===== src/rtl/backend_pkg.sv =====
// Shared backend types: CDB owner encoding and default unit latencies.
// The reservation window must stay longer than the longest unit latency.
package backend_pkg;

    typedef enum logic [1:0] {
        CU_INT  = 2'd0,
        CU_MULT = 2'd1,
        CU_DIV  = 2'd2,
        CU_MEM  = 2'd3
    } cdb_unit_t;

    localparam int DEF_INT_LAT  = 1;
    localparam int DEF_MULT_LAT = 4;
    localparam int DEF_DIV_LAT  = 7;
    localparam int DEF_MEM_LAT  = 1;
    localparam int RES_DEPTH    = 8;

endpackage


===== src/rtl/cdb_slot_ring.sv =====
// CDB reservation window: slot k holds the bus claim for k cycles ahead and its owner.
// New claims merge in, then the whole window advances one slot per clock.
module cdb_slot_ring
    import backend_pkg::*;
#(
    parameter int DEPTH = RES_DEPTH
) (
    input  logic                  clk,
    input  logic                  rst,
    input  logic [DEPTH-1:0]      reserve,
    input  logic [DEPTH-1:0][1:0] reserve_tag,
    output logic [DEPTH-1:0]      slot_busy,
    output cdb_unit_t             head_tag
);

    logic [DEPTH-1:0]      res_q;
    logic [DEPTH-1:0][1:0] own_q;
    logic [DEPTH-1:0]      res_m;
    logic [DEPTH-1:0][1:0] own_m;

    always_comb begin
        res_m = res_q | reserve;
        own_m = own_q;
        for (int k = 0; k < DEPTH; k++) begin
            if (reserve[k]) begin
                own_m[k] = reserve_tag[k];
            end
        end
    end

    // The slot entering at the far end is always empty and tagged as INT.
    always_ff @(posedge clk or posedge rst) begin
        if (rst) begin
            res_q <= '0;
            own_q <= '0;
        end else begin
            res_q <= res_m >> 1;
            own_q <= {2'b00, own_m[DEPTH-1:1]};
        end
    end

    assign slot_busy = res_q;
    assign head_tag  = cdb_unit_t'(own_q[0]);

endmodule


===== src/rtl/cdb_issue_scheduler.sv =====
// Issue scheduler: grants ready queues only when their CDB slot is free, so the
// bus never has two writers; also tracks the non-pipelined divider.
module cdb_issue_scheduler
    import backend_pkg::*;
#(
    parameter int INT_LAT  = DEF_INT_LAT,
    parameter int MULT_LAT = DEF_MULT_LAT,
    parameter int DIV_LAT  = DEF_DIV_LAT,
    parameter int MEM_LAT  = DEF_MEM_LAT
) (
    input  logic       clk,
    input  logic       rst,
    input  logic       int_ready,
    input  logic       mult_ready,
    input  logic       div_ready,
    input  logic       mem_ready,
    output logic       int_issue,
    output logic       mult_issue,
    output logic       div_issue,
    output logic       mem_issue,
    output logic       div_busy,
    output logic       cdb_valid,
    output logic [1:0] cdb_sel
);

    localparam int CNT_W = $clog2(DIV_LAT + 1);

    logic [RES_DEPTH-1:0]      slot_busy;
    logic [RES_DEPTH-1:0]      claim;
    logic [RES_DEPTH-1:0][1:0] claim_tag;
    cdb_unit_t                 head_tag;
    logic [CNT_W-1:0]          div_cnt;
    logic                      rr_mem;
    logic                      int_g, mult_g, div_g, mem_g;
    logic                      unused_slots;

    // The divider may accept a new op in the cycle its current op retires
    // (counter at 1), giving back-to-back divides exactly DIV_LAT apart.
    always_comb begin
        claim     = '0;
        claim_tag = '0;
        int_g     = 1'b0;
        mem_g     = 1'b0;

        div_g = !rst && div_ready && (div_cnt <= CNT_W'(1)) && !slot_busy[DIV_LAT];
        if (div_g) begin
            claim[DIV_LAT]     = 1'b1;
            claim_tag[DIV_LAT] = CU_DIV;
        end

        mult_g = !rst && mult_ready && !slot_busy[MULT_LAT] && !claim[MULT_LAT];
        if (mult_g) begin
            claim[MULT_LAT]     = 1'b1;
            claim_tag[MULT_LAT] = CU_MULT;
        end

        // Favoured unit of the INT/MEM pair is evaluated first.
        if (!rr_mem) begin
            int_g = !rst && int_ready && !slot_busy[INT_LAT] && !claim[INT_LAT];
            if (int_g) begin
                claim[INT_LAT]     = 1'b1;
                claim_tag[INT_LAT] = CU_INT;
            end
            mem_g = !rst && mem_ready && !slot_busy[MEM_LAT] && !claim[MEM_LAT];
            if (mem_g) begin
                claim[MEM_LAT]     = 1'b1;
                claim_tag[MEM_LAT] = CU_MEM;
            end
        end else begin
            mem_g = !rst && mem_ready && !slot_busy[MEM_LAT] && !claim[MEM_LAT];
            if (mem_g) begin
                claim[MEM_LAT]     = 1'b1;
                claim_tag[MEM_LAT] = CU_MEM;
            end
            int_g = !rst && int_ready && !slot_busy[INT_LAT] && !claim[INT_LAT];
            if (int_g) begin
                claim[INT_LAT]     = 1'b1;
                claim_tag[INT_LAT] = CU_INT;
            end
        end
    end

    always_ff @(posedge clk or posedge rst) begin
        if (rst) begin
            rr_mem  <= 1'b0;
            div_cnt <= '0;
        end else begin
            if (rr_mem ? mem_g : int_g) begin
                rr_mem <= !rr_mem;
            end
            if (div_g) begin
                div_cnt <= CNT_W'(DIV_LAT);
            end else if (div_cnt != '0) begin
                div_cnt <= div_cnt - CNT_W'(1);
            end
        end
    end

    cdb_slot_ring #(.DEPTH(RES_DEPTH)) u_ring (
        .clk         (clk),
        .rst         (rst),
        .reserve     (claim),
        .reserve_tag (claim_tag),
        .slot_busy   (slot_busy),
        .head_tag    (head_tag)
    );

    assign int_issue    = int_g;
    assign mult_issue   = mult_g;
    assign div_issue    = div_g;
    assign mem_issue    = mem_g;
    assign div_busy     = (div_cnt != '0);
    assign cdb_valid    = slot_busy[0];
    assign cdb_sel      = head_tag;
    assign unused_slots = ^slot_busy;

endmodule


===== config.mk =====
export PLATFORM = sky130hd
export DESIGN_NAME = cdb_issue_scheduler
export DESIGN_NICKNAME = d
export VERILOG_FILES = /design/src/rtl/backend_pkg.sv /design/src/rtl/cdb_slot_ring.sv /design/src/rtl/cdb_issue_scheduler.sv
export SDC_FILE = /design/constraint.sdc
export NUM_CORES = 1
export LEC_CHECK = 0
export BUFFER_PORTS_ARGS = -buffer_cell sky130_fd_sc_hd__buf_2
export CAP_MARGIN = 20
export CELL_PAD_IN_SITES_DETAIL_PLACEMENT = 0
export CELL_PAD_IN_SITES_GLOBAL_PLACEMENT = 1
export CORE_MARGIN = 2
export CORE_UTILIZATION = 36
export CTS_CLUSTER_DIAMETER = 50
export DETAILED_ROUTE_END_ITERATION = 8
export PLACE_DENSITY_LB_ADDON = 0.2
export REMOVE_ABC_BUFFERS = 1
export SYNTH_ARGS = -nofsm -noshare
export SYNTH_HDL_FRONTEND = slang
export SYNTH_SLANG_ARGS = --single-unit
export TNS_END_PERCENT = 20

===== constraint.sdc =====
create_clock -name clk -period 1.4 [get_ports clk]
set_clock_uncertainty 0.05 [all_clocks]
set_input_delay 0.07 -clock clk [delete_from_list [all_inputs] [get_ports clk]]
set_output_delay 0.07 -clock clk [all_outputs]
set_load 0.01 [all_outputs]

Yosys cells after proc, flatten, opt, wreduce, memory -nomap -nowiden
Index checks and enable logic that the tools add are counted.

Bits in registers: 25. Input bits: 6. Output and inout port bits: 8. Logic and storage cells: 54.

Add/sub/neg operators: 1. Order comparisons: 1. Multiplexer cells: 23. Bitwise operators: 1. Reduce and logical (&&, ||, !) cells: 18.

Operator list (count): 2-to-1 mux 2 bit (8); 2-to-1 mux 1 bit (13); logical AND 1 bit (10); OR 7 x 8 -> 8 bit (1); logical NOT 1 bit (6); 2-to-1 mux 3 bit (2); <= comparator 3 x 1 -> 1 bit, second input constant (1); nonzero test 3 bit (1); subtractor 3 x 1 -> 3 bit, second input constant (1); nonzero test 2 bit (1).

Longest topological paths before layout
Gate-level depths: netlist of run 1.

Word-level depth: 10. Depth in mapped cells: 5. Gate-level depth less buffers: 5.

Modules after synthesis
From an unflattened synthesis of run 1, not the netlist that was laid out.

Cell total of the unflattened synthesis: 81. Area total of the unflattened synthesis: 1088.5 µm².

Modules (own cells, without submodules): cdb_slot_ring (instances 1, cells an instance 46, area an instance 785.8 µm², sequential area each 525.5 µm²); cdb_issue_scheduler (instances 1, cells an instance 35, area an instance 302.8 µm², sequential area each 100.1 µm²).

Worst setup path after synthesis of run 1
Ideal clock, no wire load.

Path type: register to register. Start: reg div_cnt[0]. End: reg div_cnt[1]. Library setup time: 0.124 ns. Arrival: 1.121 ns. Data required time: 1.226 ns. Path slack: 0.105 ns. Stages on the path, launching flop included: 6. Buffers on the path: 0. Period minus slack after synthesis: 1.295 ns. Cell sequence: dfrtp_1 -> inv_1 -> ha_1 -> nor2b_2 -> nor2_1 -> a211o_1.

Cells in the longest elaborated chain, start to end: 3. Elaborated cells between the ends (all ways): 7. Classes of those cells: add/sub (1); order compare (1); mux (2); reduce/logical (3).

RTL lines: start, declared (line cdb_issue_scheduler.sv:32) `logic [CNT_W-1:0] div_cnt;`; start signal, assigned (line cdb_issue_scheduler.sv:92) `div_cnt <= CNT_W'(DIV_LAT);`; start signal, assigned (line cdb_issue_scheduler.sv:94) `div_cnt <= div_cnt - CNT_W'(1);`; subtractor 3 x 1 -> 3 bit or <= comparator 3 x 1 -> 1 bit (tied branches) (line cdb_issue_scheduler.sv:94, cdb_issue_scheduler.sv:45); 2-to-1 mux 3 bit or logical AND 1 bit (tied branches) (line cdb_issue_scheduler.sv:93, cdb_issue_scheduler.sv:45); 2-to-1 mux 3 bit or nonzero test 2 bit (tied branches).

Parallel ways exist; a longest one is shown, timed or not. The select of a mux whose other input is x is not followed. A chain may end at the register's enable or synchronous reset.

Worst setup path after layout of run 1
Start: reg u_ring.res_q[1], in the netlist u_ring.slot_busy[1]. End: out int_issue.

Cells in the longest elaborated chain, start to end: 7. Elaborated cells between the ends (all ways): 8. Classes of those cells: mux (3); reduce/logical (5).

RTL lines: start, declared (line cdb_slot_ring.sv:16) `logic [DEPTH-1:0] res_q;`; start signal, assigned (line cdb_slot_ring.sv:37) `res_q <= res_m >> 1;`; logical NOT 1 bit (*) (line cdb_issue_scheduler.sv:59, cdb_issue_scheduler.sv:70, cdb_issue_scheduler.sv:75); logical AND 1 bit (line cdb_issue_scheduler.sv:70) `mem_g = !rst && mem_ready && !slot_busy[MEM_LAT] && !claim[MEM_LAT];`; 2-to-1 mux 1 bit (line cdb_issue_scheduler.sv:71) `if (mem_g) begin`; 2-to-1 mux 1 bit (line cdb_issue_scheduler.sv:58) `if (!rr_mem) begin`; logical NOT 1 bit (line cdb_issue_scheduler.sv:75) `int_g = !rst && int_ready && !slot_busy[INT_LAT] && !claim[INT_LAT];`; logical AND 1 bit (line cdb_issue_scheduler.sv:75); 2-to-1 mux 1 bit (*) (line cdb_issue_scheduler.sv:58); end, declared (line cdb_issue_scheduler.sv:17) `output logic int_issue,`.

Mark *: on every way between the ends. The rest lies on a longest branch, timed or not. The select of a mux whose other input is x is not followed.

==> impl_metrics.csv, run 1 <==
group,metric,value,unit
outcome,status,"finished with violations",
outcome,violations,"negative setup slack",
logic_synthesis,synth_warnings,0,
logic_synthesis,ys_seq_area_share,66.9,%
detailed_routing,drt_iter0_drc,5,
power_and_ir_drop,p_comb_share,33.4,%
clocking,clkLatencyLatePin,0.29,ns
timing,fmax,696,MHz
detailed_routing,antenna_left,0,
timing,whs,0.0264,ns
logic_synthesis,yosysTopAreaCellShare,66.9,%
power_and_ir_drop,p_leak,0.488,nW
power_and_ir_drop,p_int,1.06,mW
critical_path,crit_type,"flop to output pin",
critical_path,worstPathMaxFanout,3,
critical_path,worst_path_largest_cell_delay,0.40,ns
cells_and_area,syn2layout_area_growth,28.3,%
placed_design,place_congestion,0.682,
timing,setup_viol,1,
logic_synthesis,synth_async_sr_flop_share,100,%
clocking,numCtsBuffers,3,
clocking,cts_tree,"done",
critical_path,cp.required,1.28,ns
critical_path,path_cells,"or3b_4, a21oi_2, buf_2",
global_route,overflow,0,
logic_synthesis,syn_area,711,µm²
timing,worst_slack,-0.0362,ns
cells_and_area,diodes,0,
logic_synthesis,synth_area_leaders,"dfrtp_1 67%, ha_1 5.3%, nor2_1 3.7%",
critical_path,crit_slowest_cell,"dfrtp_1",
timing,max_slew_margin,84.5,%
detailed_routing,drt_pre_antenna_iters,4,
timing,rsz0062_at_grt,"true",
logic_synthesis,synth.most_common_cell,"dfrtp_1",
die,rows,16,
critical_path,arrival,1.32,ns
logic_synthesis,synth-edff-count,0,
die,die_area,2350,µm²
detailed_routing,drcViolationCount,0,
power_and_ir_drop,pwr-share-clk,17.1,%
die,die_x,48.4,µm
timing,min_period,1.44,ns
critical_path,cp-end-kind,"output pin",
detailed_routing,num_vias,443,
clocking,clock_sinks,19,
critical_path,critical-path-top-delay-family,"flip-flops",
logic_synthesis,syn_inst,57,
logic_synthesis,syn_area_per_cell,12.5,µm²
detailed_routing,wl_per_cell,9.83,µm
timing,worst_slew_pin_slew,0.232,ns
power_and_ir_drop,switchingPower,0.472,mW
global_route,grt_antenna_before_repair,0,
power_and_ir_drop,cellPowerDensity,1680,nW/µm²
power_and_ir_drop,ir_drop,0.906,mV
clocking,clock_path_buffers,2,
cells_and_area,n_fill_cell,178,
clocking,htree_levels,1,
die,io_pins,14,
logic_synthesis,yosysTopAreaCell,"dfrtp_1",
detailed_routing,wl,1.04,mm
clocking,cts.clk_slew.worst_paths,0.10,ns
timing,finalCritPeriodShare,103,%
global_route,grt_pass1_wl,1.84,mm
min_path,hp-class,"primary input to flop",
power_and_ir_drop,switching_share,30.7,%
die,start_util,37.4,%
power_and_ir_drop,seqPwrFrac,49.5,%
global_route,grt_pass1_vias,424,
cells_and_area,instances_no_fill,106,
timing,drv_slew,0,
job,maxCapViolCount,0,
clocking,cts_root_buf,"clkbuf_4",
logic_synthesis,ys_seq_elements,19,
logic_synthesis,synthTopCellsByCount,"19 x dfrtp_1, 7 x nor2_1, 5 x inv_1, 5 x nand2_1, 3 x ha_1",
global_route,grt_util_all_layers,10.6,%
die,die_h,48.4,µm
placed_design,numPortBuffers,13,
placed_design,place_ws,0.0367,ns
global_route,grt_max_degree,20,
placed_design,place_hpwl,667,µm
power_and_ir_drop,p_total,1.54,mW
critical_path,critPathBufInv,1,
logic_synthesis,synth.distinct_cells,20,
cells_and_area,finalNetCount,89,
detailed_routing,viasPerCell,4.18,
logic_synthesis,synth_flop_cell,"dfrtp_1",
cells_and_area,layout-drive-gt1-share,38.0,%
critical_path,cp-start-kind,"flop",
timing,hold_viol,0,
cells_and_area,fin_util,48.0,%
die,core_area,1900,µm²
placed_design,numPlacedInstances,96,
-- area by class of cell --
class,count,area [µm²],area share (%)
sequential,19,475,52.1
tap,27,33.8,3.70
timing repair buffer,21,133,14.5
multi-input combinational,30,225,24.7
clock buffer,4,26.3,2.88
inverter,5,18.8,2.06
-- worst reg2reg max path: stages, from the launching register on --
cell and delay [ns]:
dfrtp_1 0.39, inv_2 0.08, ha_2 0.16, o211a_1 0.22, buf_4 0.15, a211o_1 0.22
-- kinds of logic after synthesis --
kind of cell,synth area share (%)
flops,66.9
simple gates,13.6
compound gates,7.75
fa+ha+maj,5.28
buf+inv,5.28
xor+xnor,1.23
-- layout by cell type (no fill, tap or decap), types with 2 or more instances in the layout --
cell            n
a211o_1         2
buf_2          13
buf_4           5
clkbuf_4        3
dfrtp_1        19
dlygate4sd3_1   3
inv_1           3
inv_2           2
nand2_1         5
nand2b_1        2
nor2_1          6
-- final timing paths --
kind	start	end	slack, ns	cells after the start
max in group asynchronous	rst	u_ring.slot_busy[3]	0.70	4
worst min register to register	u_ring.own_q[4]	u_ring.own_q[2]	0.29	0
worst min-delay path	int_ready	u_ring.slot_busy[0]	0.03	3
worst max-delay path	u_ring.slot_busy[1]	int_issue	-0.04	3
min in group asynchronous	rst	u_ring.own_q[5]	0.40	4
worst max register to register	div_cnt[1]	div_cnt[1]	0.02	5
-- sequential cells by signal (all words and copies together) (netlist names) --
register / flops
div_cnt: 3
u_ring.head_tag: 2
u_ring.slot_busy: 7
u_ring.own_q: 6
rr_mem: 1
-- what timing repair did --
item	4_1_cts	5_1_grt
setup buffers	2	1
cloned	0	0
pin swaps	1	2
endpoints found under the setup margin	3	6
hold buffers	3	0
endpoints found under the hold margin	23	0
resized for setup	3	5
-- power by group through the flow --
stage                     Combinational [mW]  Sequential (mW)  Clock [mW]
after floorplan                        0.289            0.754           0
after global placement                 0.410            0.761           0
after detailed placement               0.412            0.760           0
after CTS                              0.464            0.756       0.280
after global routing                   0.575            0.776       0.307
final                                  0.514            0.761       0.262
-- layer usage --
layer | global-route usage, % | vias to the layer above | part of all wire [%]
met5 | 0 | - | 0
met4 | 4.29 | 0 | 1.1
met3 | 4.94 | 2 | 6.0
met2 | 14.4 | 16 | 43
met1 | 14.5 | 201 | 50
li1 | - | 224 | -
-- through the flow --
| step | area (µm²) | TNS (ns) |
|---|---|---|
| 2_1_floorplan | 692 | 0 |
| 3_3_place_gp | 806 | 0 |
| 3_5_place_dp | 806 | 0 |
| 4_1_cts | 885 | -0.120 |
| 5_1_grt | 912 | -0.244 |
| 6_report | 912 | -0.0362 |
Note: power is estimated with default switching activity, not from simulation.
==> run 2: changes to the inputs <==
CORE_UTILIZATION = 41   (was 36)
SKIP_LAST_GASP = 1   (was not set)
SYNTH_HIERARCHICAL = 1   (was not set)
==> run 2 against run 1 <==
The run still ends with negative setup slack left. Count of clock-buffer cells in the layout did not move. Sequential power rose by 16%. Synthesized cell count rose by 42%. Non-clock buffer count rose by 5. Design area rose by 57%. Global-route usage rose by 1.0 points. Sequential share of layout area fell by 8.5 points. Worst setup slack got worse by 0.013 ns. Via count rose by 50%.
==> impl_metrics.csv, run 2 <==
group,metric,value,unit
global_route,grt_pass1_wl,2.73,mm
clocking,clock_sinks,25,
outcome,status,"finished with violations",
detailed_routing,routed.top_layer,"met4",
timing,rsz0062_at_grt,"true",
die,die_x,55.5,µm
cells_and_area,top_register,"u_ring/own_q",
logic_synthesis,synth-edff-count,0,
logic_synthesis,ys_seq_elements,25,
detailed_routing,num_vias,663,
logic_synthesis,synthTopCellsByCount,"25 x dfrtp_1, 12 x mux2_4, 6 x inv_1, 5 x or2_1",
die,start_util,43.5,%
power_and_ir_drop,cellPowerDensity,1310,nW/µm²
detailed_routing,met2WireLength,764,µm
outcome,violations,"negative setup slack",
die,core_area,2500,µm²
critical_path,cp-start-kind,"flop",
global_route,grt_pass1_vias,643,
global_route,grt_util_all_layers,11.6,%
timing,fmax,690,MHz
clocking,numCtsBuffers,3,
job,maxCapViolCount,0,
clocking,clkLatencyLatePin,0.31,ns
power_and_ir_drop,p_total,1.88,mW
critical_path,arrival,1.33,ns
critical_path,crit_type,"flop to output pin",
detailed_routing,wl,1.57,mm
timing,min_period,1.45,ns
logic_synthesis,syn_area_per_cell,13.4,µm²
global_route,grt_max_degree,22,
detailed_routing,drcViolationCount,0,
critical_path,critPathLaunch,"div_cnt[0]",
timing,finalCritPeriodShare,103,%
cells_and_area,syn2layout_area_growth,31.8,%
global_route,grt_antenna_before_repair,0,
clocking,cts_root_buf,"clkbuf_4",
cells_and_area,finalNetCount,139,
placed_design,numPortBuffers,13,
min_path,hp-start,"mem_ready",
timing,whs,0.0415,ns
min_path,hp-class,"primary input to flop",
logic_synthesis,syn_area,1090,µm²
timing,setup_viol,2,
cells_and_area,largest_register_ffs,12,
logic_synthesis,synth_async_sr_flop_share,100,%
clocking,cts_tree,"done",
logic_synthesis,syn_inst,81,
die,die_h,55.5,µm
logic_synthesis,yosysTopAreaCell,"dfrtp_1",
logic_synthesis,synth_area_leaders,"dfrtp_1 57%, mux2_4 17%, ha_1 3.4%",
logic_synthesis,yosysTopAreaCellShare,57.5,%
detailed_routing,route.met3.wl,86,µm
power_and_ir_drop,ir_drop,0.991,mV
logic_synthesis,synth.most_common_cell,"dfrtp_1",
die,io_pins,14,
global_route,overflow,0,
logic_synthesis,ys_seq_area_share,57.5,%
logic_synthesis,synth_flop_cell,"dfrtp_1",
logic_synthesis,synth_warnings,6,
timing,hold_viol,0,
cells_and_area,diodes,0,
timing,worst_slack,-0.0488,ns
critical_path,cp.required,1.28,ns
cells_and_area,final_common_cell,"dfrtp_1",
die,rows,18,
detailed_routing,viasPerCell,4.17,
die,die_area,3080,µm²
cells_and_area,final_cell_mix,"25 x dfrtp_1, 23 x conb_1, 12 x buf_2, 12 x mux2_4, 8 x buf_4",
critical_path,r2r-start,"div_cnt[2]",
timing,drv_slew,0,
clocking,htree_levels,1,
critical_path,worstPathMaxFanout,5,
detailed_routing,wl_per_cell,9.85,µm
logic_synthesis,synth.distinct_cells,22,
clocking,cts.clk_slew.worst_paths,0.12,ns
placed_design,place_congestion,0.793,
detailed_routing,wl_met1,700,µm
detailed_routing,drt_pre_antenna_iters,4,
placed_design,place_hpwl,1.07,mm
critical_path,cp-end-kind,"output pin",
clocking,clock_path_buffers,2,
detailed_routing,drt_iter0_drc,12,
cells_and_area,layout-drive-gt1-share,38.0,%
power_and_ir_drop,p_leak,0.724,nW
detailed_routing,antenna_left,0,
## run 2: changes by cell type after synthesis, sizes merged, moves of 2 or more
cell	delta
mux2	+12
dfrtp	+6
or2	+6
and2	+3
a211o	-2
a21oi	+2
conb	+2
nor2	-2
nor2b	-2
## run 2: routing by layer
metal,vias to the layer above,GRT usage (%)
li1,332,-
met1,312,13.4
met2,17,19.0
met3,2,4.92
met4,0,4.18
met5,-,0
## run 2: path summary, 6_finish.rpt
check                                           end  slack, ns  cells past startpoint
worst max-delay path                      div_issue      -0.05                      4
worst min register to register  u_ring/slot_busy[5]       0.40                      1
max in group asynchronous                    rr_mem       0.29                      4
worst min-delay path                         rr_mem       0.04                      3
worst max register to register           div_cnt[1]       0.03                      6
min in group asynchronous       u_ring/slot_busy[4]       0.31                      4
## run 2: worst max-delay path, stage by stage (launching register included)
cell and delay [ns]:
dfrtp_1 0.44, ha_4 0.18, o2111ai_4 0.20, inv_2 0.08, buf_6 0.12
## run 2: stage by stage
stage	std cells	TNS, ns	instance area, µm²	utilization, %	setup slack (ns)
2_1_floorplan	99	-0.191	1140	-	-0.0953
3_3_place_gp	145	0	1270	50.8	0.166
3_5_place_dp	145	0	1270	50.8	0.116
4_1_cts	159	-0.0832	1410	56.6	-0.0611
5_1_grt	159	-0.523	1440	57.4	-0.150
6_report	159	-0.0823	1440	57.4	-0.0488
## run 2: cells by family (layout without fill, tap and decap cells)
kind of cell | count (synthesis) | after routing | share of synthesized area (%)
AOI/OAI and AO/OA | 7 | 7 | 4.71
buffers and inverters | 9 | 36 | 4.14
other | 2 | 23 | 0.690
muxes | 13 | 13 | 17.5
xor gates and xnor gates | 1 | 1 | 0.805
DFF | 25 | 25 | 57.5
and+or+nand+nor | 21 | 21 | 11.3
adders and majority gates | 3 | 3 | 3.45
## run 2: where the power goes
group          internal [mW]  switching [mW]  total [mW]
combinational          0.386           0.304       0.689
sequential             0.822          0.0595       0.882
clock                  0.111           0.196       0.307
## run 2: layout make-up
class / instances / area, µm²
Clock buffer: 4 / 26.3
Fill cell: 222 / 1060
Inverter: 6 / 22.5
Multi-Input combinational cell: 68 / 541
Sequential cell: 25 / 626
Tap cell: 30 / 37.5
Timing Repair Buffer: 26 / 183
## run 2: timing repair
action	4_1_cts	5_1_grt
endpoints found under the hold margin	27	0
gates resized for setup	10	2
setup endpoints to repair	2	8
hold buffers	4	0
setup buffers	6	0
pin swaps	4	2
==> run 3: changes to the inputs <==
HOLD_SLACK_MARGIN = 0.08   (was not set)
==> run 3 against run 2 <==
The run still ends with negative setup slack left. Sequential cell count did not move. Design area is 0.70% higher. Combinational power about the same. Largest power group unchanged. Register-to-register slack barely moved. Highest routed layer unchanged. Non-clock buffer count is 1 higher. Worst setup slack worse by 0.00061 ns. Critical path depth unchanged.
==> impl_metrics.csv, run 3 (same netlist as run 2, synthesis figures left out) <==
group,metric,value,unit
global_route,grt_pass1_wl,2.75,mm
global_route,grt_pass1_vias,647,
detailed_routing,viasPerCell,4.14,
placed_design,place_congestion,0.793,
die,io_pins,14,
critical_path,reg2regPathDepth,6,
critical_path,reg2reg_to,"div_cnt[1]",
critical_path,r2r-start,"div_cnt[2]",
detailed_routing,drcViolationCount,0,
placed_design,place_hpwl,1.07,mm
min_path,hp-class,"primary input to flop",
global_route,grt_antenna_before_repair,0,
global_route,grt_max_degree,22,
critical_path,arrival,1.33,ns
timing,finalCritPeriodShare,104,%
critical_path,cp.required,1.28,ns
cells_and_area,fin_util,57.8,%
die,die_x,55.5,µm
clocking,clock_path_buffers,2,
cells_and_area,top_register,"u_ring/own_q",
critical_path,cp-end-kind,"output pin",
placed_design,numPortBuffers,13,
power_and_ir_drop,ir_drop,0.991,mV
global_route,overflow,0,
outcome,status,"finished with violations",
power_and_ir_drop,p_total,1.88,mW
timing,worst_slack,-0.0494,ns
power_and_ir_drop,cellPowerDensity,1300,nW/µm²
clocking,clock_sinks,25,
detailed_routing,drt_pre_antenna_iters,4,
timing,rsz0062_at_grt,"true",
die,die_area,3080,µm²
die,rows,18,
timing,fmax,690,MHz
timing,drv_slew,0,
clocking,cts_tree,"done",
die,start_util,43.5,%
placed_design,numPlacedInstances,145,
clocking,numCtsBuffers,3,
timing,hold_viol,0,
min_path,hp-start,"mult_ready",
die,die_h,55.5,µm
die,core_area,2500,µm²
cells_and_area,layout-drive-gt1-share,37.7,%
clocking,htree_levels,1,
clocking,cts.clk_slew.worst_paths,0.12,ns
power_and_ir_drop,p_leak,0.728,nW
cells_and_area,final_common_cell,"dfrtp_1",
clocking,clkLatencyLatePin,0.31,ns
critical_path,cp-start-kind,"flop",
cells_and_area,largest_register_ffs,12,
cells_and_area,diodes,0,
cells_and_area,finalNetCount,140,
detailed_routing,wl,1.58,mm
clocking,cts_root_buf,"clkbuf_4",
detailed_routing,num_vias,662,
detailed_routing,wl_per_cell,9.88,µm
critical_path,worstPathMaxFanout,5,
job,maxCapViolCount,0,
cells_and_area,instances_no_fill,160,
critical_path,reg2reg_slack,0.03,ns
outcome,violations,"negative setup slack",
cells_and_area,syn2layout_area_growth,32.8,%
min_path,hold_end,"u_ring/slot_busy[3]",
critical_path,crit_type,"flop to output pin",
cells_and_area,final_cell_mix,"25 x dfrtp_1, 23 x conb_1, 12 x buf_2, 12 x mux2_4, 8 x buf_4",
min_path,whs_path_depth,4,
timing,setup_viol,2,
detailed_routing,antenna_left,0,
timing,min_period,1.45,ns
detailed_routing,drt_iter0_drc,10,
global_route,grt_util_all_layers,11.7,%
[run 3: critical path, stage by stage, from the launching register on]
cell and delay (ns):
dfrtp_1 0.44, ha_4 0.18, o2111ai_4 0.20, inv_2 0.08
buf_6 0.12
[run 3: cell type report]
| type | instances | area, µm² |
|---|---|---|
| fillers | 221 | 1050 |
| clock buffers | 4 | 26.3 |
| well taps | 30 | 37.5 |
| repair buffers | 27 | 193 |
| multi-input cells | 68 | 541 |
| flip-flops and latches | 25 | 626 |
| inverters | 6 | 22.5 |
[run 3: metrics by stage]
stage	hold WS [ns]	instance area (µm²)	setup TNS [ns]	setup slack (ns)
global placement	-0.0235	1270	0	0.166
floorplan	-0.199	1140	-0.191	-0.0953
detailed placement	-0.0258	1270	0	0.116
finish	0.251	1450	-0.0836	-0.0494
CTS	0.240	1420	-0.0832	-0.0611
global route	0.282	1450	-0.531	-0.150
[run 3: power by group]
part	total (mW)	internal (mW)	switching, mW
Sequential	0.882	0.822	0.0595
Combinational	0.692	0.388	0.304
Clock	0.308	0.111	0.197
[run 3: per-layer routing]
metal / routed length (µm) / global-route usage (%) / up-vias
li1: - / - / 334
met1: 705 / 13.4 / 309
met2: 778 / 19.4 / 17
met3: 82 / 4.92 / 2
met4: 14 / 4.18 / 0
met5: 0 / 0 / -
[run 3: how the worst max path moves through the flow]
stage | start | end | cells after the start
after global placement | div_cnt[1] | u_ring/own_q[13] | 5
final | div_cnt[0] | div_issue | 4
after CTS | div_cnt[0] | div_issue | 4
after detailed placement | div_cnt[0] | u_ring/own_q[13] | 4
after floorplan | u_ring/slot_busy[4] | u_ring/own_q[6] | 2
after global routing | div_cnt[0] | div_issue | 4
[run 3: repair_timing]
| item | in CTS | in global routing |
|---|---|---|
| hold buffers | 5 | 0 |
| gates cloned | 0 | 0 |
| pin swaps | 4 | 2 |
| resized for setup | 10 | 2 |
| buffers inserted | 6 | 0 |
| endpoints found under the hold margin | 27 | 0 |
| endpoints found under the setup margin | 2 | 8 |
